==> config.mk <==
export PLATFORM = sky130hd
export DESIGN_NAME = morse_char_assembler
export DESIGN_NICKNAME = d
export VERILOG_FILES = /design/src/rtl/morse_pkg.sv /design/src/rtl/morse_lut.sv /design/src/rtl/morse_char_assembler.sv
export SDC_FILE = /design/constraint.sdc
export NUM_CORES = 1
export LEC_CHECK = 0
export CAP_MARGIN = 15
export CORE_MARGIN = 10
export CORE_UTILIZATION = 42
export CTS_BUF_LIST = sky130_fd_sc_hd__clkbuf_8
export CTS_CLUSTER_SIZE = 20
export DETAILED_ROUTE_END_ITERATION = 10
export MAX_ROUTING_LAYER = met4
export PLACE_DENSITY = 0.72
export SLEW_MARGIN = 0
export SYNTH_ARGS = -nofsm -noshare
export SYNTH_HDL_FRONTEND = slang
export SYNTH_SLANG_ARGS = --single-unit
==> constraint.sdc <==
create_clock -name clk -period 2 [get_ports clk]
set_input_delay 0.3 -clock clk [delete_from_list [all_inputs] [get_ports clk]]
set_output_delay 0.3 -clock clk [all_outputs]
set_load 0.01 [all_outputs]
==> src/rtl/morse_pkg.sv <==
// Shared types and constants for the Morse character assembler.
// MORSE_PUNCT_EN widens letters to six symbols and adds punctuation codes.
package morse_pkg;

   typedef enum logic [1:0] {
      IDLE,
      COLLECT,
      EMIT_CHAR,
      EMIT_SPACE
   } state_e;

   localparam int CODE_W = 6;
   localparam int LEN_W  = 3;

   localparam logic [7:0] ASCII_SPACE           = 8'h20;
   localparam logic [7:0] ASCII_UNKNOWN_DEFAULT = 8'h3F;

endpackage

==> src/rtl/morse_lut.sv <==
// Combinational Morse code to ASCII translation keyed on {length, code}.
// MORSE_PUNCT_EN adds '.', ',', '?', '/', '='.
module morse_lut
   import morse_pkg::*;
#(
   parameter logic [7:0] ASCII_UNKNOWN = ASCII_UNKNOWN_DEFAULT
) (
   input  logic [LEN_W-1:0]  len,
   input  logic [CODE_W-1:0] code,
   output logic [7:0]        ascii
);

   // First symbol received sits in the MSB of the used bits; dash = 1.
   always_comb begin
      ascii = ASCII_UNKNOWN;
      case ({len, code})
         {3'd1, 6'b000000}: ascii = "E";
         {3'd1, 6'b000001}: ascii = "T";
         {3'd2, 6'b000000}: ascii = "I";
         {3'd2, 6'b000001}: ascii = "A";
         {3'd2, 6'b000010}: ascii = "N";
         {3'd2, 6'b000011}: ascii = "M";
         {3'd3, 6'b000000}: ascii = "S";
         {3'd3, 6'b000001}: ascii = "U";
         {3'd3, 6'b000010}: ascii = "R";
         {3'd3, 6'b000011}: ascii = "W";
         {3'd3, 6'b000100}: ascii = "D";
         {3'd3, 6'b000101}: ascii = "K";
         {3'd3, 6'b000110}: ascii = "G";
         {3'd3, 6'b000111}: ascii = "O";
         {3'd4, 6'b000000}: ascii = "H";
         {3'd4, 6'b000001}: ascii = "V";
         {3'd4, 6'b000010}: ascii = "F";
         {3'd4, 6'b000100}: ascii = "L";
         {3'd4, 6'b000110}: ascii = "P";
         {3'd4, 6'b000111}: ascii = "J";
         {3'd4, 6'b001000}: ascii = "B";
         {3'd4, 6'b001001}: ascii = "X";
         {3'd4, 6'b001010}: ascii = "C";
         {3'd4, 6'b001011}: ascii = "Y";
         {3'd4, 6'b001100}: ascii = "Z";
         {3'd4, 6'b001101}: ascii = "Q";
         {3'd5, 6'b011111}: ascii = "0";
         {3'd5, 6'b001111}: ascii = "1";
         {3'd5, 6'b000111}: ascii = "2";
         {3'd5, 6'b000011}: ascii = "3";
         {3'd5, 6'b000001}: ascii = "4";
         {3'd5, 6'b000000}: ascii = "5";
         {3'd5, 6'b010000}: ascii = "6";
         {3'd5, 6'b011000}: ascii = "7";
         {3'd5, 6'b011100}: ascii = "8";
         {3'd5, 6'b011110}: ascii = "9";
`ifdef MORSE_PUNCT_EN
         {3'd6, 6'b010101}: ascii = ".";
         {3'd6, 6'b110011}: ascii = ",";
         {3'd6, 6'b001100}: ascii = "?";
         {3'd5, 6'b010010}: ascii = "/";
         {3'd5, 6'b010001}: ascii = "=";
`endif
         default:           ascii = ASCII_UNKNOWN;
      endcase
   end

endmodule

==> src/rtl/morse_char_assembler.sv <==
// Collects dot/dash pulses into letters and emits ASCII on a valid/ready byte port.
// MORSE_PUNCT_EN raises the letter length limit to six symbols.
module morse_char_assembler
   import morse_pkg::*;
#(
   parameter int         MAX_SYM            = 5,
   parameter logic [7:0] ASCII_UNKNOWN      = ASCII_UNKNOWN_DEFAULT,
   parameter bit         SUPPRESS_DUP_SPACE = 1'b1
) (
   input  logic             clk,
   input  logic             reset,
   input  logic             dot,
   input  logic             dash,
   input  logic             lg,
   input  logic             wg,
   output logic [7:0]       char_data,
   output logic             char_valid,
   input  logic             char_ready,
   output logic [LEN_W-1:0] sym_count,
   output logic             overflow,
   output logic             overrun
);

`ifdef MORSE_PUNCT_EN
   localparam logic [LEN_W-1:0] SYM_LIMIT = LEN_W'(6);
`else
   localparam logic [LEN_W-1:0] SYM_LIMIT = LEN_W'(MAX_SYM);
`endif

   state_e              state_q, state_d;
   logic [CODE_W-1:0]   code_q, code_d;
   logic [LEN_W-1:0]    len_q, len_d;
   logic                bad_q, bad_d;
   logic [7:0]          char_data_q, char_data_d;
   logic                char_valid_q, char_valid_d;
   logic                space_pend_q, space_pend_d;
   logic                last_space_q, last_space_d;
   logic                overflow_q, overflow_d;
   logic                overrun_q, overrun_d;

   logic                busy;
   logic                acc_nonempty;
   logic                accept;
   logic [7:0]          lut_ascii;

   morse_lut #(
      .ASCII_UNKNOWN (ASCII_UNKNOWN)
   ) u_lut (
      .len   (len_q),
      .code  (code_q),
      .ascii (lut_ascii)
   );

   assign busy         = (state_q == EMIT_CHAR) || (state_q == EMIT_SPACE);
   assign acc_nonempty = (len_q != '0);
   assign accept       = char_valid_q && char_ready;

   always_comb begin
      // NOTE: every _d starts from its hold value so no path through this block infers a latch.
      state_d      = state_q;
      code_d       = code_q;
      len_d        = len_q;
      bad_d        = bad_q;
      char_data_d  = char_data_q;
      char_valid_d = char_valid_q;
      space_pend_d = space_pend_q;
      last_space_d = last_space_q;
      overrun_d    = overrun_q;
      overflow_d   = 1'b0;

      // Gaps act on the letter as it stood before this cycle's symbol.
      if (lg || wg) begin
         if (!busy) begin
            if (acc_nonempty) begin
               char_data_d  = bad_q ? ASCII_UNKNOWN : lut_ascii;
               char_valid_d = 1'b1;
               space_pend_d = wg;
               last_space_d = 1'b0;
               state_d      = EMIT_CHAR;
               code_d       = '0;
               len_d        = '0;
               bad_d        = 1'b0;
            end else if (wg && !(SUPPRESS_DUP_SPACE && last_space_q)) begin
               char_data_d  = ASCII_SPACE;
               char_valid_d = 1'b1;
               state_d      = EMIT_SPACE;
            end
         end else begin
            if (acc_nonempty) begin
               overrun_d = 1'b1;
               code_d    = '0;
               len_d     = '0;
               bad_d     = 1'b0;
            end
            if (wg && state_q == EMIT_CHAR) space_pend_d = 1'b1;
         end
      end

      if (busy && accept) begin
         if (state_q == EMIT_CHAR && space_pend_d) begin
            char_data_d = ASCII_SPACE;
            state_d     = EMIT_SPACE;
         end else begin
            char_valid_d = 1'b0;
            state_d      = IDLE;
            if (state_q == EMIT_SPACE) begin
               last_space_d = 1'b1;
               space_pend_d = 1'b0;
            end
         end
      end

      if (dot && dash) begin
         overflow_d = 1'b1;
      end else if (dot || dash) begin
         if (len_d == SYM_LIMIT) begin
            overflow_d = 1'b1;
            bad_d      = 1'b1;
         end else begin
            code_d = {code_d[CODE_W-2:0], dash};
            len_d  = len_d + LEN_W'(1);
         end
      end

      if (state_d == IDLE || state_d == COLLECT)
         state_d = (len_d != '0) ? COLLECT : IDLE;
   end

   always_ff @(posedge clk) begin
      // NOTE: non-blocking so every flop samples the pre-edge values of the others.
      if (reset) begin
         state_q      <= IDLE;
         code_q       <= '0;
         len_q        <= '0;
         bad_q        <= 1'b0;
         char_data_q  <= 8'h00;
         char_valid_q <= 1'b0;
         space_pend_q <= 1'b0;
         last_space_q <= 1'b1;
         overflow_q   <= 1'b0;
         overrun_q    <= 1'b0;
      end else begin
         state_q      <= state_d;
         code_q       <= code_d;
         len_q        <= len_d;
         bad_q        <= bad_d;
         char_data_q  <= char_data_d;
         char_valid_q <= char_valid_d;
         space_pend_q <= space_pend_d;
         last_space_q <= last_space_d;
         overflow_q   <= overflow_d;
         overrun_q    <= overrun_d;
      end
   end

   assign char_data  = char_data_q;
   assign char_valid = char_valid_q;
   assign sym_count  = len_q;
   assign overflow   = overflow_q;
   assign overrun    = overrun_q;

endmodule

* Word level (Yosys, flattened, before mapping)
Cells that the tools add are included.
Storage, ports and cells: logic and storage cells 119, output and inout bits 14, input port bits 7, flip-flop bits (word level) 25
Cells by class: mux-type cells 53, add/sub/neg operators 1, equality and inequality tests 40, reductions and logical operators 15
Operators with widths (number):
- $pmux W7 S36 | 1
- $eq A9 B9 Y1 const B | 22
- $eq A9 B8 Y1 const B | 12
- $mux W8 | 7
- $mux W6 | 5
- $mux W1 | 28
- $eq A9 B7 Y1 const B | 2
- $mux W3 | 5
- $mux W2 | 7
- $logic_and A1 B1 Y1 | 6
- $reduce_bool A3 Y1 | 2
- $eq A2 B2 Y1 const B | 2
- $logic_or A1 B1 Y1 | 4
- $add A3 B1 Y3 const B | 1
- $eq A3 B3 Y1 const B | 1
- $reduce_and A3 Y1 | 1
- $eq A2 B1 Y1 const B | 1
- $logic_not A2 Y1 | 1
- $logic_not A1 Y1 | 1

* Depth between registers and ports, before layout
Gate-level depths: netlist of the first run.
word-level depth 11, gate-level depth with buffers 10, mapped depth without buffers 8

* Modules after synthesis
A second synthesis of the first run with hierarchy kept.
Second synthesis, totals: cells, all modules 254, area, all modules 2028.2 sq um
Modules (own cells, without submodules):
- morse_char_assembler | cells each 131, times used 1, sequential area each 500.5 sq um, area each 1204.9 sq um
- morse_lut | cells each 123, times used 1, sequential area each 0.0 sq um, area each 823.3 sq um

* Worst setup path after synthesis of the first run
OpenSTA, ideal clock, no wires.
path type reg2reg, start register len_q[0] (netlist: sym_count[0]), end register state_q[0], data arrival time 2.014 ns, path buffers 3, cell stages (with the launch flop) 11, period minus slack after synthesis 2.105 ns, library setup time 0.091 ns, data required time 1.909 ns, path slack -0.105 ns, cell sequence dfxtp_1 buf_2 and2_1 clkbuf_1 ha_1 and4bb_2 nor2b_1 buf_2 nand3_1 o31ai_1 a311oi_1
Between the ends: cells in the longest elaborated chain, start to end 10, elaborated cells between the ends (all ways) 23, classes of those cells add/sub: 1; eq/ne: 2; mux: 15; reduce/logical: 5
RTL lines:
- start: declaration | line morse_char_assembler.sv:32 | logic [LEN_W-1:0] len_q, len_d;
- start signal: assignment | line morse_char_assembler.sv:145 | len_q <= len_d;
- $reduce_bool A3 Y1 | line morse_char_assembler.sv:55 | assign acc_nonempty = (len_q != '0);
- $mux W3 or $mux W1 (tied branches) | line morse_char_assembler.sv:74, morse_char_assembler.sv:89
- $mux W3 or $mux W1 (tied branches) | line morse_char_assembler.sv:72, morse_char_assembler.sv:73
- $add A3 B1 Y3 (tied with other cells) | line morse_char_assembler.sv:121 | len_d = len_d + LEN_W'(1);
- $mux W3 or $logic_and A1 B1 Y1 (tied branches) | line morse_char_assembler.sv:116, morse_char_assembler.sv:100
- $mux W3 or $mux W2 (tied branches) | line morse_char_assembler.sv:115, morse_char_assembler.sv:100
- $mux W3 or $mux W2 (tied branches) | line morse_char_assembler.sv:113, morse_char_assembler.sv:99
- $reduce_bool A3 Y1 (tied with other cells) | line morse_char_assembler.sv:126 | state_d = (len_d != '0) ? COLLECT : IDLE;
- $mux W1 or $logic_or A1 B1 Y1 (tied branches) | line morse_char_assembler.sv:126, morse_char_assembler.sv:125
- $mux W2 (*) | line morse_char_assembler.sv:125 | if (state_d == IDLE || state_d == COLLECT)
- end signal: assignment | line morse_char_assembler.sv:143 | state_q <= state_d;
- end: declaration | line morse_char_assembler.sv:30 | state_e state_q, state_d;
Every way passes the cells marked *; elsewhere a longest branch is shown, timed or not. A chain may end at the register's enable or synchronous reset.

* Final worst setup path of the first run
start input port lg, end register code_q[4]
Between the ends: cells in the longest elaborated chain, start to end 6, elaborated cells between the ends (all ways) 7, classes of those cells eq/ne: 1; mux: 5; reduce/logical: 1
RTL lines:
- start: declaration | line morse_char_assembler.sv:14 | input logic lg,
- $logic_or A1 B1 Y1 (*) | line morse_char_assembler.sv:72 | if (lg || wg) begin
- $mux W3 | line morse_char_assembler.sv:72
- $eq A3 B3 Y1 | line morse_char_assembler.sv:116 | if (len_d == SYM_LIMIT) begin
- $mux W6 | line morse_char_assembler.sv:116
- $mux W6 | line morse_char_assembler.sv:115 | end else if (dot || dash) begin
- $mux W6 (*) | line morse_char_assembler.sv:113 | if (dot && dash) begin
- end signal: assignment | line morse_char_assembler.sv:144 | code_q <= code_d;
- end: declaration | line morse_char_assembler.sv:31 | logic [CODE_W-1:0] code_q, code_d;
Marked as above.

==> results of run 1 <==
==> cell families after synthesis <==
logic type	Yosys count	synth area share, %
adders and majority gates	2	1.34
buffers and inverters	23	5.83
xor gates and xnor gates	2	0.938
AOI/OAI and AO/OA	67	27.5
muxes	7	3.88
and+or+nand+nor	107	33.7
DFF	25	26.8
==> worst register-to-register path: stages, from the launching register on <==
cell	delay (ns)
dfxtp_1	0.45
buf_4	0.19
nor4b_4	0.04
buf_4	0.18
a31o_1	0.21
a2bb2oi_1	0.14
a311oi_1	0.40
a221oi_2	0.10
==> power groups by stage <==
stage          logic (mW)  clock network [mW]  registers [mW]
6_report            0.356               0.289           0.560
5_1_grt             0.396               0.326           0.566
4_1_cts             0.353               0.303           0.560
3_5_place_dp        0.352                   0           0.572
3_3_place_gp        0.349                   0           0.571
2_1_floorplan       0.190                   0           0.574
==> path summary, 6_finish.rpt <==
| kind | depth (start not counted) | slack (ns) | endpoint |
|---|---|---|---|
| worst max-delay path | 10 | 0.11 | code_q[4]$_SDFF_PP0_ |
| worst min-delay path | 2 | 0.49 | overrun$_SDFFE_PP0P_ |
| worst max register to register | 7 | 0.15 | char_data[0]$_SDFF_PP0_ |
| worst min register to register | 2 | 0.49 | overrun$_SDFFE_PP0P_ |
==> metrics by stage <==
step	TNS [ns]	hold slack, ns
after floorplan	0	0.390
after global placement	-1.17	0.455
after detailed placement	-1.67	0.470
after CTS	0	0.493
after global routing	-0.00819	0.512
final	0	0.492
==> layer usage <==
layer / track usage [%] / routed length [um] / vias to the layer above
met5: - / 0 / -
met1: 17.5 / 2280 / 908
li1: - / - / 967
met3: 3.47 / 285 / 10
met4: 4.57 / 79 / 0
met2: 21.6 / 2350 / 49
==> cell type report <==
class                   count  area (um2)  share of cell area (%)
multi-input cells         185        1280                    53.6
clock inverters             1        3.75                   0.157
well taps                  52        65.1                    2.72
clock buffers               3        41.3                    1.73
repair buffers             55         478                    20.0
inverters                   6        22.5                   0.941
flip-flops and latches     25         500                    20.9
==> what timing repair did <==
item | in CTS | in global routing
gates resized for setup | 0 | 7
hold buffers | 0 | 0
endpoints found under the setup margin | 0 | 8
==> cell usage in the layout, fill, tap and decap left out, types with 3 or more instances in the layout <==
master / Yosys / routed
o2111ai_1: 4 / 4
nand3_1: 11 / 11
nand2_1: 14 / 14
a311oi_1: 3 / 3
o21ai_0: 7 / 7
dfxtp_1: 25 / 25
nor3_1: 4 / 4
buf_4: 1 / 34
o211ai_1: 6 / 6
a22oi_1: 3 / 3
clkdlybuf4s50_1: 0 / 19
nor2_1: 33 / 31
nand2b_1: 7 / 7
mux2i_1: 5 / 4
inv_1: 6 / 7
a31oi_1: 6 / 6
and3_1: 3 / 3
clkbuf_8: 0 / 3
a21oi_1: 8 / 8
nor3b_1: 5 / 5
nor2b_1: 6 / 6
==> sequential cells by signal, indices dropped and copies added (netlist names) <==
register	count
char_valid	1
bad_q	1
sym_count	3
space_pend_q	1
overrun	1
code_q	6
state_q	2
overflow	1
last_space_q	1
char_data	8
==> run_summary.xml, run 1 <==
<?xml version="1.0" encoding="UTF-8"?>
<metrics>
  <group name="outcome">
    <metric name="status" unit="">completed</metric>
  </group>
  <group name="cells_and_area">
    <metric name="fill_cells" unit="">428</metric>
    <metric name="final_nets" unit="">285</metric>
    <metric name="share_of_final_layout_standard_cells_stronger_than_drive_strength_1" unit="%">22.2</metric>
    <metric name="fin_area" unit="mm2">0.00239</metric>
    <metric name="antenna_cells_inserted" unit="">0</metric>
    <metric name="synthToLayoutAreaGrowth" unit="%">28.1</metric>
    <metric name="share_of_the_core_filled_with_cells" unit="%">55.4</metric>
    <metric name="layoutNonFillerInstCount" unit="">327</metric>
  </group>
  <group name="place">
    <metric name="buffer_ports.inserted" unit="">20</metric>
    <metric name="placed_cells_incl_taps" unit="">323</metric>
    <metric name="post_dp_hpwl" unit="um">3880</metric>
    <metric name="place_congestion" unit="">0.925</metric>
    <metric name="dp_worst_setup_slack" unit="ns">-0.196</metric>
    <metric name="area_after_dpl" unit="mm2">0.00232</metric>
  </group>
  <group name="worst_setup_path">
    <metric name="critical_path_arrival" unit="ns">2.05</metric>
    <metric name="criticalPathCategory" unit="">in -&gt; reg</metric>
    <metric name="cp_top_family" unit="">buffers and inverters</metric>
    <metric name="worstPathRequired" unit="ns">2.16</metric>
    <metric name="cp.buffers_inverters" unit="">3</metric>
    <metric name="r2r_start" unit="">sym_count[0]$_SDFF_PP0_</metric>
    <metric name="critical-path-max-stage-delay" unit="ns">0.49</metric>
    <metric name="crit_start" unit="">lg</metric>
    <metric name="worst_path_max_delay_cell" unit="">clkdlybuf4s50_1</metric>
    <metric name="critical_path.endpoint_type" unit="">register</metric>
    <metric name="critical_path.cell_chain" unit="">clkdlybuf4s50_1 &gt; nor2_2 &gt; and2_1 &gt; ha_2 &gt; and4bb_2 &gt; nor2b_1 &gt; buf_4 &gt; buf_12 &gt; mux2i_2 &gt; nor2_1</metric>
    <metric name="critPathLaunchType" unit="">input port</metric>
    <metric name="crit_fanout" unit="">6</metric>
  </group>
  <group name="detailed_routing">
    <metric name="drc" unit="">0</metric>
    <metric name="antenna_left" unit="">0</metric>
    <metric name="via_count" unit="">1934</metric>
    <metric name="dr.first_iter.drc_count" unit="">136</metric>
    <metric name="drt-pass1-iter-count" unit="">4</metric>
    <metric name="avgViaCountPerCell" unit="">5.91</metric>
    <metric name="detail_route.wirelength" unit="um">5000</metric>
    <metric name="detail_route.wl_per_cell" unit="um">15.3</metric>
  </group>
  <group name="cts">
    <metric name="tritoncts" unit="">yes</metric>
    <metric name="clkSlewWorstSetupHoldPaths" unit="ns">0.08</metric>
    <metric name="worst_skew_pair.late_latency" unit="ns">0.26</metric>
    <metric name="cts.repair_timing.setup_buffer_count" unit="">0</metric>
    <metric name="cts_max_level" unit="">1</metric>
    <metric name="cts.path.max_buffers" unit="">2</metric>
    <metric name="clkSinkCount" unit="">25</metric>
    <metric name="cts_made_buffers" unit="">3</metric>
    <metric name="buffer_cell_driving_the_clock_tree_root" unit="">clkbuf_8</metric>
  </group>
  <group name="floorplanning">
    <metric name="die-area" unit="mm2">0.00752</metric>
    <metric name="initial_utilization" unit="%">43.2</metric>
    <metric name="design.portCount" unit="">21</metric>
    <metric name="fp.dieW" unit="um">86.7</metric>
    <metric name="die_h" unit="um">86.7</metric>
    <metric name="core.rowCount" unit="">24</metric>
    <metric name="core_area" unit="mm2">0.00432</metric>
  </group>
  <group name="synthesis">
    <metric name="share_of_the_synthesized_area_in_the_top_cell_type" unit="%">26.8</metric>
    <metric name="synth_area" unit="mm2">0.00187</metric>
    <metric name="flops_latches_synth" unit="">25</metric>
    <metric name="synth_fp_nets" unit="">242</metric>
    <metric name="synth-edff-count" unit="">0</metric>
    <metric name="ys.warnings.count" unit="">0</metric>
    <metric name="synth.lib_cells_used.distinct" unit="">68</metric>
    <metric name="seq_area_frac_synth" unit="%">26.8</metric>
    <metric name="syn_inst" unit="">233</metric>
    <metric name="most_common_cell_in_the_netlist" unit="">nor2_1</metric>
    <metric name="async_reset_ff_share" unit="%">0</metric>
    <metric name="ys_dominant_reg_cell" unit="">dfxtp_1</metric>
    <metric name="synth.area.top_cells" unit="">dfxtp_1 (27%), nor2_1 (6.6%), nand3_1 (2.9%)</metric>
    <metric name="post_synth_top_area_cell" unit="">dfxtp_1</metric>
    <metric name="synth.top_cells.by_count" unit="">nor2_1 (33), dfxtp_1 (25), nand2_1 (14)</metric>
    <metric name="postSynthAreaPerCell" unit="um2">8.02</metric>
  </group>
  <group name="power">
    <metric name="cell_internal_pwr" unit="mW">0.853</metric>
    <metric name="share_of_power_burned_in_combinational_logic" unit="%">29.6</metric>
    <metric name="irDropWorstVdd" unit="mV">0.294</metric>
    <metric name="p_leak" unit="nW">0.912</metric>
    <metric name="switchingPower" unit="mW">0.353</metric>
    <metric name="fin_total_pwr" unit="mW">1.21</metric>
    <metric name="cellPowerDensity" unit="mW/mm2">504</metric>
    <metric name="sequential_share_of_power" unit="%">46.5</metric>
    <metric name="power.clock.fraction" unit="%">24.0</metric>
    <metric name="sw_frac_of_total" unit="%">29.2</metric>
  </group>
  <group name="grt">
    <metric name="grt_overflow_total" unit="">0</metric>
    <metric name="grt_max_degree" unit="">22</metric>
    <metric name="initial_antenna_violation_count" unit="">0</metric>
    <metric name="grt.total_usage" unit="%">14.0</metric>
    <metric name="vias_in_the_first_global_route" unit="">1897</metric>
    <metric name="grt_pass1_wl" unit="um">8740</metric>
  </group>
  <group name="timing">
    <metric name="finalSetupViolCount" unit="">0</metric>
    <metric name="slew_violations" unit="">0</metric>
    <metric name="fmax" unit="MHz">529</metric>
    <metric name="timing_hold_violations_final" unit="">0</metric>
    <metric name="clock_skew" unit="ns">0.00409</metric>
    <metric name="min_period" unit="ns">1.89</metric>
    <metric name="max-slew-margin-rel" unit="%">60.3</metric>
    <metric name="worstMarginPinSlew" unit="ns">0.589</metric>
    <metric name="final_min_period_over_clock_period" unit="%">94.6</metric>
    <metric name="slack_of_the_critical_path" unit="ns">0.109</metric>
  </group>
  <group name="hold_path">
    <metric name="worstHoldPathType" unit="">reg -&gt; reg</metric>
    <metric name="hp-start" unit="">overrun$_SDFFE_PP0P_</metric>
  </group>
  <group name="run">
    <metric name="timing.max_cap.violations" unit="">0</metric>
  </group>
</metrics>
Note: power is estimated with default switching activity, not from simulation.
==> inputs of run 2 (changes only) <==
--- a/config.mk
+++ b/config.mk
@@ -5,6 +5,7 @@
 export SDC_FILE = /design/constraint.sdc
 export NUM_CORES = 1
 export LEC_CHECK = 0
+export ABC_CLOCK_PERIOD_IN_PS = 2000
 export CAP_MARGIN = 15
 export CORE_MARGIN = 10
 export CORE_UTILIZATION = 42
@@ -12,7 +13,7 @@
 export CTS_CLUSTER_SIZE = 20
 export DETAILED_ROUTE_END_ITERATION = 10
 export MAX_ROUTING_LAYER = met4
-export PLACE_DENSITY = 0.72
+export PLACE_DENSITY = 0.64
 export SLEW_MARGIN = 0
 export SYNTH_ARGS = -nofsm -noshare
 export SYNTH_HDL_FRONTEND = slang
==> run_summary.xml, run 2 (synthesized netlist as in run 1, its figures left out) <==
<?xml version="1.0" encoding="UTF-8"?>
<metrics>
  <group name="outcome">
    <metric name="status" unit="">completed</metric>
  </group>
  <group name="floorplanning">
    <metric name="design.portCount" unit="">21</metric>
    <metric name="fp.dieW" unit="um">86.7</metric>
    <metric name="die-area" unit="mm2">0.00752</metric>
    <metric name="initial_utilization" unit="%">43.2</metric>
    <metric name="core.rowCount" unit="">24</metric>
    <metric name="core_area" unit="mm2">0.00432</metric>
    <metric name="die_h" unit="um">86.7</metric>
  </group>
  <group name="power">
    <metric name="fin_total_pwr" unit="mW">1.24</metric>
    <metric name="p_leak" unit="nW">0.906</metric>
    <metric name="irDropWorstVdd" unit="mV">0.320</metric>
    <metric name="cellPowerDensity" unit="mW/mm2">519</metric>
  </group>
  <group name="detailed_routing">
    <metric name="dr.first_iter.drc_count" unit="">131</metric>
    <metric name="antenna_left" unit="">0</metric>
    <metric name="via_count" unit="">1955</metric>
    <metric name="detail_route.wirelength" unit="um">5270</metric>
    <metric name="drt-pass1-iter-count" unit="">4</metric>
    <metric name="avgViaCountPerCell" unit="">5.96</metric>
    <metric name="drc" unit="">0</metric>
    <metric name="detail_route.wl_per_cell" unit="um">16.1</metric>
  </group>
  <group name="timing">
    <metric name="min_period" unit="ns">1.92</metric>
    <metric name="fmax" unit="MHz">522</metric>
    <metric name="worstMarginPinSlew" unit="ns">0.616</metric>
    <metric name="timing_hold_violations_final" unit="">0</metric>
    <metric name="setup-tns-final" unit="ns">0</metric>
    <metric name="final_min_period_over_clock_period" unit="%">95.8</metric>
    <metric name="finalSetupViolCount" unit="">0</metric>
    <metric name="slew_violations" unit="">0</metric>
    <metric name="max-slew-margin-rel" unit="%">58.5</metric>
    <metric name="clock_skew" unit="ns">0.00431</metric>
    <metric name="worst_hold_check_slack" unit="ns">0.477</metric>
  </group>
  <group name="worst_setup_path">
    <metric name="criticalPathCategory" unit="">in -&gt; reg</metric>
    <metric name="worst_path_max_delay_cell" unit="">clkdlybuf4s50_1</metric>
    <metric name="critical_path.cell_chain" unit="">clkdlybuf4s50_1 &gt; nor2_1 &gt; and2_1 &gt; ha_1 &gt; and4bb_2 &gt; nor2b_2 &gt; buf_4 &gt; mux2i_1 &gt; nor2_1</metric>
    <metric name="worstPathRequired" unit="ns">2.17</metric>
    <metric name="critical_path_arrival" unit="ns">2.09</metric>
    <metric name="cp_top_family" unit="">simple AND/OR/NAND/NOR gates</metric>
    <metric name="path_common_cell" unit="">nor2_1</metric>
    <metric name="critical-path-max-stage-delay" unit="ns">0.47</metric>
    <metric name="critical_path.endpoint_type" unit="">register</metric>
    <metric name="crit_fanout" unit="">6</metric>
    <metric name="critPathLaunchType" unit="">input port</metric>
    <metric name="cp.buffers_inverters" unit="">2</metric>
  </group>
  <group name="cts">
    <metric name="cts_max_level" unit="">1</metric>
    <metric name="cts.path.max_buffers" unit="">2</metric>
    <metric name="tritoncts" unit="">yes</metric>
    <metric name="cts_made_buffers" unit="">3</metric>
    <metric name="clkSlewWorstSetupHoldPaths" unit="ns">0.09</metric>
    <metric name="worst_skew_pair.late_latency" unit="ns">0.28</metric>
    <metric name="buffer_cell_driving_the_clock_tree_root" unit="">clkbuf_8</metric>
    <metric name="clkSinkCount" unit="">25</metric>
    <metric name="cts_hold_buffers" unit="">0</metric>
  </group>
  <group name="cells_and_area">
    <metric name="antenna_cells_inserted" unit="">0</metric>
    <metric name="layout.cells.most_common_list" unit="">buf_4 (36), nor2_1 (33), dfxtp_1 (25), clkdlybuf4s50_1 (20), nand2_1 (14)</metric>
    <metric name="final_nets" unit="">286</metric>
    <metric name="multi_input_comb_area" unit="mm2">0.00128</metric>
    <metric name="fill_cells" unit="">405</metric>
    <metric name="largest_register_ffs" unit="">8</metric>
    <metric name="share_of_final_layout_standard_cells_stronger_than_drive_strength_1" unit="%">22.5</metric>
    <metric name="sequential_cell_area" unit="um2">500</metric>
    <metric name="share_of_the_core_filled_with_cells" unit="%">55.3</metric>
    <metric name="mostFrequentLayoutCell" unit="">buf_4</metric>
    <metric name="synthToLayoutAreaGrowth" unit="%">28.0</metric>
  </group>
  <group name="grt">
    <metric name="grt_overflow_total" unit="">0</metric>
    <metric name="grt_pass1_wl" unit="um">9200</metric>
    <metric name="vias_in_the_first_global_route" unit="">1906</metric>
    <metric name="initial_antenna_violation_count" unit="">0</metric>
    <metric name="grt_max_degree" unit="">17</metric>
    <metric name="grt.total_usage" unit="%">14.9</metric>
  </group>
  <group name="place">
    <metric name="buffer_ports.inserted" unit="">20</metric>
    <metric name="post_dp_hpwl" unit="um">3970</metric>
    <metric name="place_congestion" unit="">0.874</metric>
  </group>
  <group name="run">
    <metric name="timing.max_cap.violations" unit="">0</metric>
  </group>
  <group name="hold_path">
    <metric name="worstHoldPathType" unit="">reg -&gt; reg</metric>
  </group>
</metrics>
==> run 2: changes by cell type in the layout (fill, tap and decap cells not counted), sizes merged <==
cell	before	now
clkdlybuf4s50	19	20
buf	35	36
dlymetal6s2s	1	0
==> run 2: final timing paths <==
check	start	to	slack, ns	depth (start not counted)
hold / removal	overrun$_SDFFE_PP0P_	overrun$_SDFFE_PP0P_	0.48	2
setup reg to reg	sym_count[1]$_SDFF_PP0_	char_data[4]$_SDFF_PP0_	0.13	7
setup / recovery	wg	code_q[5]$_SDFF_PP0_	0.08	9
hold reg to reg	overrun$_SDFFE_PP0P_	overrun$_SDFFE_PP0P_	0.48	2
==> run 2: area by class of cell <==
type,instances,share of cell area (%)
clock buffer,3,1.73
clock inverter,1,0.366
inverter,6,0.942
multi-input combinational,185,53.6
sequential,25,20.9
tap,52,2.72
timing repair buffer,56,19.7
==> run 2: metrics by stage <==
step | instance area [um2] | setup slack (ns) | instances
floorplan | 1870 | 0.0164 | 233
global placement | 2320 | -0.238 | 324
detailed placement | 2320 | -0.305 | 324
CTS | 2370 | 0.00918 | 328
global route | 2390 | -0.0109 | 328
finish | 2390 | 0.0836 | 328
==> run 2: repair_timing <==
| action | in CTS | in global routing |
|---|---|---|
| setup buffers | 0 | 0 |
| setup endpoints to repair | 0 | 12 |
| gates resized for setup | 0 | 6 |
==> run 2: power by group <==
| group | switching (mW) | leakage (nW) | internal, mW |
|---|---|---|---|
| registers | 0.0333 | 0.204 | 0.530 |
| clock network | 0.177 | 0.0261 | 0.146 |
| logic | 0.172 | 0.676 | 0.182 |
| total | 0.382 | 0.906 | 0.858 |
==> run 2: routing by layer <==
metal / GRT usage [%] / wire (um) / vias to the layer above / share of wire, %
met1: 19.2 / 2420 / 917 / 46
li1: - / - / 966 / -
met2: 23.1 / 2500 / 67 / 47
met4: 4.27 / 48 / 0 / 0.91
met3: 2.81 / 303 / 5 / 5.8
met5: - / 0 / - / 0
==> run 2: worst min-delay path, stage by stage (launching register included) <==
cell and delay [ns]:
dfxtp_1 0.34, nor2_1 0.05, nor2_1 0.07
==> inputs of run 3 (changes only) <==
--- a/config.mk
+++ b/config.mk
@@ -12,6 +12,7 @@
 export CTS_BUF_LIST = sky130_fd_sc_hd__clkbuf_8
 export CTS_CLUSTER_SIZE = 20
 export DETAILED_ROUTE_END_ITERATION = 10
+export GPL_TIMING_DRIVEN = 0
 export MAX_ROUTING_LAYER = met4
 export PLACE_DENSITY = 0.64
 export SLEW_MARGIN = 0
==> run_summary.xml, run 3 (synthesized netlist as in run 1, its figures left out) <==
<?xml version="1.0" encoding="UTF-8"?>
<metrics>
  <group name="timing">
    <metric name="grt_setup_unrepaired" unit="">true</metric>
    <metric name="max-slew-margin-rel" unit="%">66.4</metric>
    <metric name="finalSetupViolCount" unit="">0</metric>
    <metric name="final_min_period_over_clock_period" unit="%">95.0</metric>
    <metric name="clock_skew" unit="ns">0.00331</metric>
    <metric name="timing_hold_violations_final" unit="">0</metric>
    <metric name="fmax" unit="MHz">526</metric>
    <metric name="slew_violations" unit="">0</metric>
    <metric name="min_period" unit="ns">1.90</metric>
    <metric name="worstMarginPinSlew" unit="ns">0.498</metric>
  </group>
  <group name="power">
    <metric name="fin_total_pwr" unit="mW">1.19</metric>
    <metric name="cell_internal_pwr" unit="mW">0.821</metric>
    <metric name="share_of_power_burned_in_combinational_logic" unit="%">26.9</metric>
    <metric name="irDropWorstVdd" unit="mV">0.381</metric>
    <metric name="sequential_share_of_power" unit="%">47.0</metric>
    <metric name="switchingPower" unit="mW">0.370</metric>
    <metric name="sw_frac_of_total" unit="%">31.0</metric>
    <metric name="power.clock.fraction" unit="%">26.1</metric>
    <metric name="p_leak" unit="nW">0.834</metric>
    <metric name="cellPowerDensity" unit="mW/mm2">527</metric>
  </group>
  <group name="cells_and_area">
    <metric name="mostFrequentLayoutCell" unit="">nor2_1</metric>
    <metric name="layoutNonFillerInstCount" unit="">313</metric>
    <metric name="synthToLayoutAreaGrowth" unit="%">20.9</metric>
    <metric name="largest_register_ffs" unit="">8</metric>
    <metric name="share_of_the_core_filled_with_cells" unit="%">52.2</metric>
    <metric name="final_nets" unit="">271</metric>
    <metric name="share_of_final_layout_standard_cells_stronger_than_drive_strength_1" unit="%">16.9</metric>
    <metric name="antenna_cells_inserted" unit="">0</metric>
    <metric name="fin_area" unit="mm2">0.00226</metric>
    <metric name="fill_cells" unit="">417</metric>
    <metric name="layout.cells.most_common_list" unit="">nor2_1 (31), dfxtp_1 (23), clkdlybuf4s50_1 (18), nand2_1 (14), nand3_1 (11)</metric>
  </group>
  <group name="place">
    <metric name="placed_cells_incl_taps" unit="">305</metric>
    <metric name="place_congestion" unit="">0.868</metric>
    <metric name="post_dp_hpwl" unit="um">3740</metric>
    <metric name="buffer_ports.inserted" unit="">20</metric>
    <metric name="area_after_dpl" unit="mm2">0.00214</metric>
  </group>
  <group name="cts">
    <metric name="worst_skew_pair.late_latency" unit="ns">0.28</metric>
    <metric name="clkSlewWorstSetupHoldPaths" unit="ns">0.09</metric>
    <metric name="tritoncts" unit="">yes</metric>
    <metric name="cts_max_level" unit="">1</metric>
    <metric name="cts_hold_buffers" unit="">0</metric>
    <metric name="buffer_cell_driving_the_clock_tree_root" unit="">clkbuf_8</metric>
    <metric name="cts_made_buffers" unit="">3</metric>
    <metric name="clkSinkCount" unit="">25</metric>
    <metric name="cts.path.max_buffers" unit="">2</metric>
  </group>
  <group name="hold_path">
    <metric name="hp-start" unit="">overrun$_SDFFE_PP0P_</metric>
    <metric name="min_delay_worst_endpoint" unit="">overrun$_SDFFE_PP0P_</metric>
    <metric name="worstHoldPathType" unit="">reg -&gt; reg</metric>
    <metric name="hold-path-cell-count" unit="">2</metric>
  </group>
  <group name="grt">
    <metric name="grt.total_usage" unit="%">14.0</metric>
    <metric name="grt_max_degree" unit="">14</metric>
    <metric name="vias_in_the_first_global_route" unit="">1776</metric>
    <metric name="grt_pass1_wl" unit="um">8500</metric>
    <metric name="grt_overflow_total" unit="">0</metric>
    <metric name="initial_antenna_violation_count" unit="">0</metric>
  </group>
  <group name="detailed_routing">
    <metric name="antenna_left" unit="">0</metric>
    <metric name="detail_route.wl_per_cell" unit="um">16.4</metric>
    <metric name="avgViaCountPerCell" unit="">6.06</metric>
    <metric name="dr.first_iter.drc_count" unit="">185</metric>
    <metric name="drc" unit="">0</metric>
    <metric name="via_count" unit="">1897</metric>
    <metric name="drt-pass1-iter-count" unit="">4</metric>
    <metric name="detail_route.wirelength" unit="um">5150</metric>
  </group>
  <group name="floorplanning">
    <metric name="initial_utilization" unit="%">43.2</metric>
    <metric name="design.portCount" unit="">21</metric>
    <metric name="die-area" unit="mm2">0.00752</metric>
    <metric name="die_h" unit="um">86.7</metric>
    <metric name="core_area" unit="mm2">0.00432</metric>
    <metric name="core.rowCount" unit="">24</metric>
    <metric name="fp.dieW" unit="um">86.7</metric>
  </group>
  <group name="worst_setup_path">
    <metric name="crit_fanout" unit="">9</metric>
    <metric name="ff2ff_setup_slack" unit="ns">0.1</metric>
    <metric name="critical_path.endpoint_type" unit="">register</metric>
    <metric name="criticalPathCategory" unit="">reg -&gt; reg</metric>
    <metric name="critical_path_arrival" unit="ns">2.08</metric>
    <metric name="regToRegEndpoint" unit="">char_data[4]$_SDFF_PP0_</metric>
    <metric name="r2r_start" unit="">code_q[3]$_SDFF_PP0_</metric>
    <metric name="critPathLaunchType" unit="">register</metric>
    <metric name="worstPathRequired" unit="ns">2.17</metric>
    <metric name="worst_r2r_path_depth" unit="">6</metric>
  </group>
  <group name="run">
    <metric name="timing.max_cap.violations" unit="">0</metric>
  </group>
  <group name="outcome">
    <metric name="status" unit="">completed</metric>
  </group>
</metrics>
-- run 3: worst max path at each step --
stage	from	cells past startpoint	endpoint	slack, ns
6_report	code_q[3]$_SDFF_PP0_	6	char_data[4]$_SDFF_PP0_	0.1
5_1_grt	code_q[2]$_SDFF_PP0_	6	char_data[0]$_SDFF_PP0_	-0.02
4_1_cts	sym_count[1]$_SDFF_PP0_	8	sym_count[1]$_SDFF_PP0_	0.003
3_5_place_dp	wg	10	sym_count[1]$_SDFF_PP0_	-0.62
3_3_place_gp	wg	10	state_q[0]$_SDFF_PP0_	-0.63
2_1_floorplan	sym_count[0]$_SDFF_PP0_	9	sym_count[1]$_SDFF_PP0_	0.02
-- run 3: power by group through the flow --
stage | Sequential [mW] | Combinational, mW | Clock, mW
6_report | 0.560 | 0.320 | 0.311
5_1_grt | 0.566 | 0.351 | 0.343
4_1_cts | 0.559 | 0.315 | 0.322
3_5_place_dp | 0.570 | 0.302 | 0
3_3_place_gp | 0.571 | 0.303 | 0
2_1_floorplan | 0.574 | 0.190 | 0
-- run 3: what timing repair did --
action	in CTS	in global routing
setup endpoints to repair	9	16
pin swaps	0	0
gates cloned	0	0
gates resized for setup	5	13
buffers inserted	3	2
-- run 3: per-layer routing --
metal	GRT usage (%)	share of wire [%]
met2	21.0	46
met3	1.97	4.7
met5	-	0
met1	18.2	47
met4	6.04	2.7
-- run 3: cell type report --
class	instances	area, um2	share of cell area, %
inverter	6	22.5	0.997
tap	52	65.1	2.88
multi-input combinational	185	1270	56.3
clock inverter	1	3.75	0.166
clock buffer	3	41.3	1.83
buffer	16	100	4.43
sequential	25	505	22.4
timing repair buffer	25	249	11.0
-- run 3: per-stage QoR --
stage          setup WS, ns  setup TNS, ns  hold slack, ns
3_3_place_gp         -0.629          -5.05           0.460
2_1_floorplan        0.0164              0           0.390
4_1_cts             0.00304              0           0.492
5_1_grt             -0.0174        -0.0174           0.501
6_report             0.0991              0           0.483
3_5_place_dp         -0.621          -5.26           0.467
-- run 3: worst max-delay path, stage by stage, from the launching register on --
cell	delay (ns)
dfxtp_1	0.32
buf_6	0.13
nor4_4	0.48
a221oi_1	0.17
o211a_1	0.26
and3_4	0.17
o31a_1	0.27
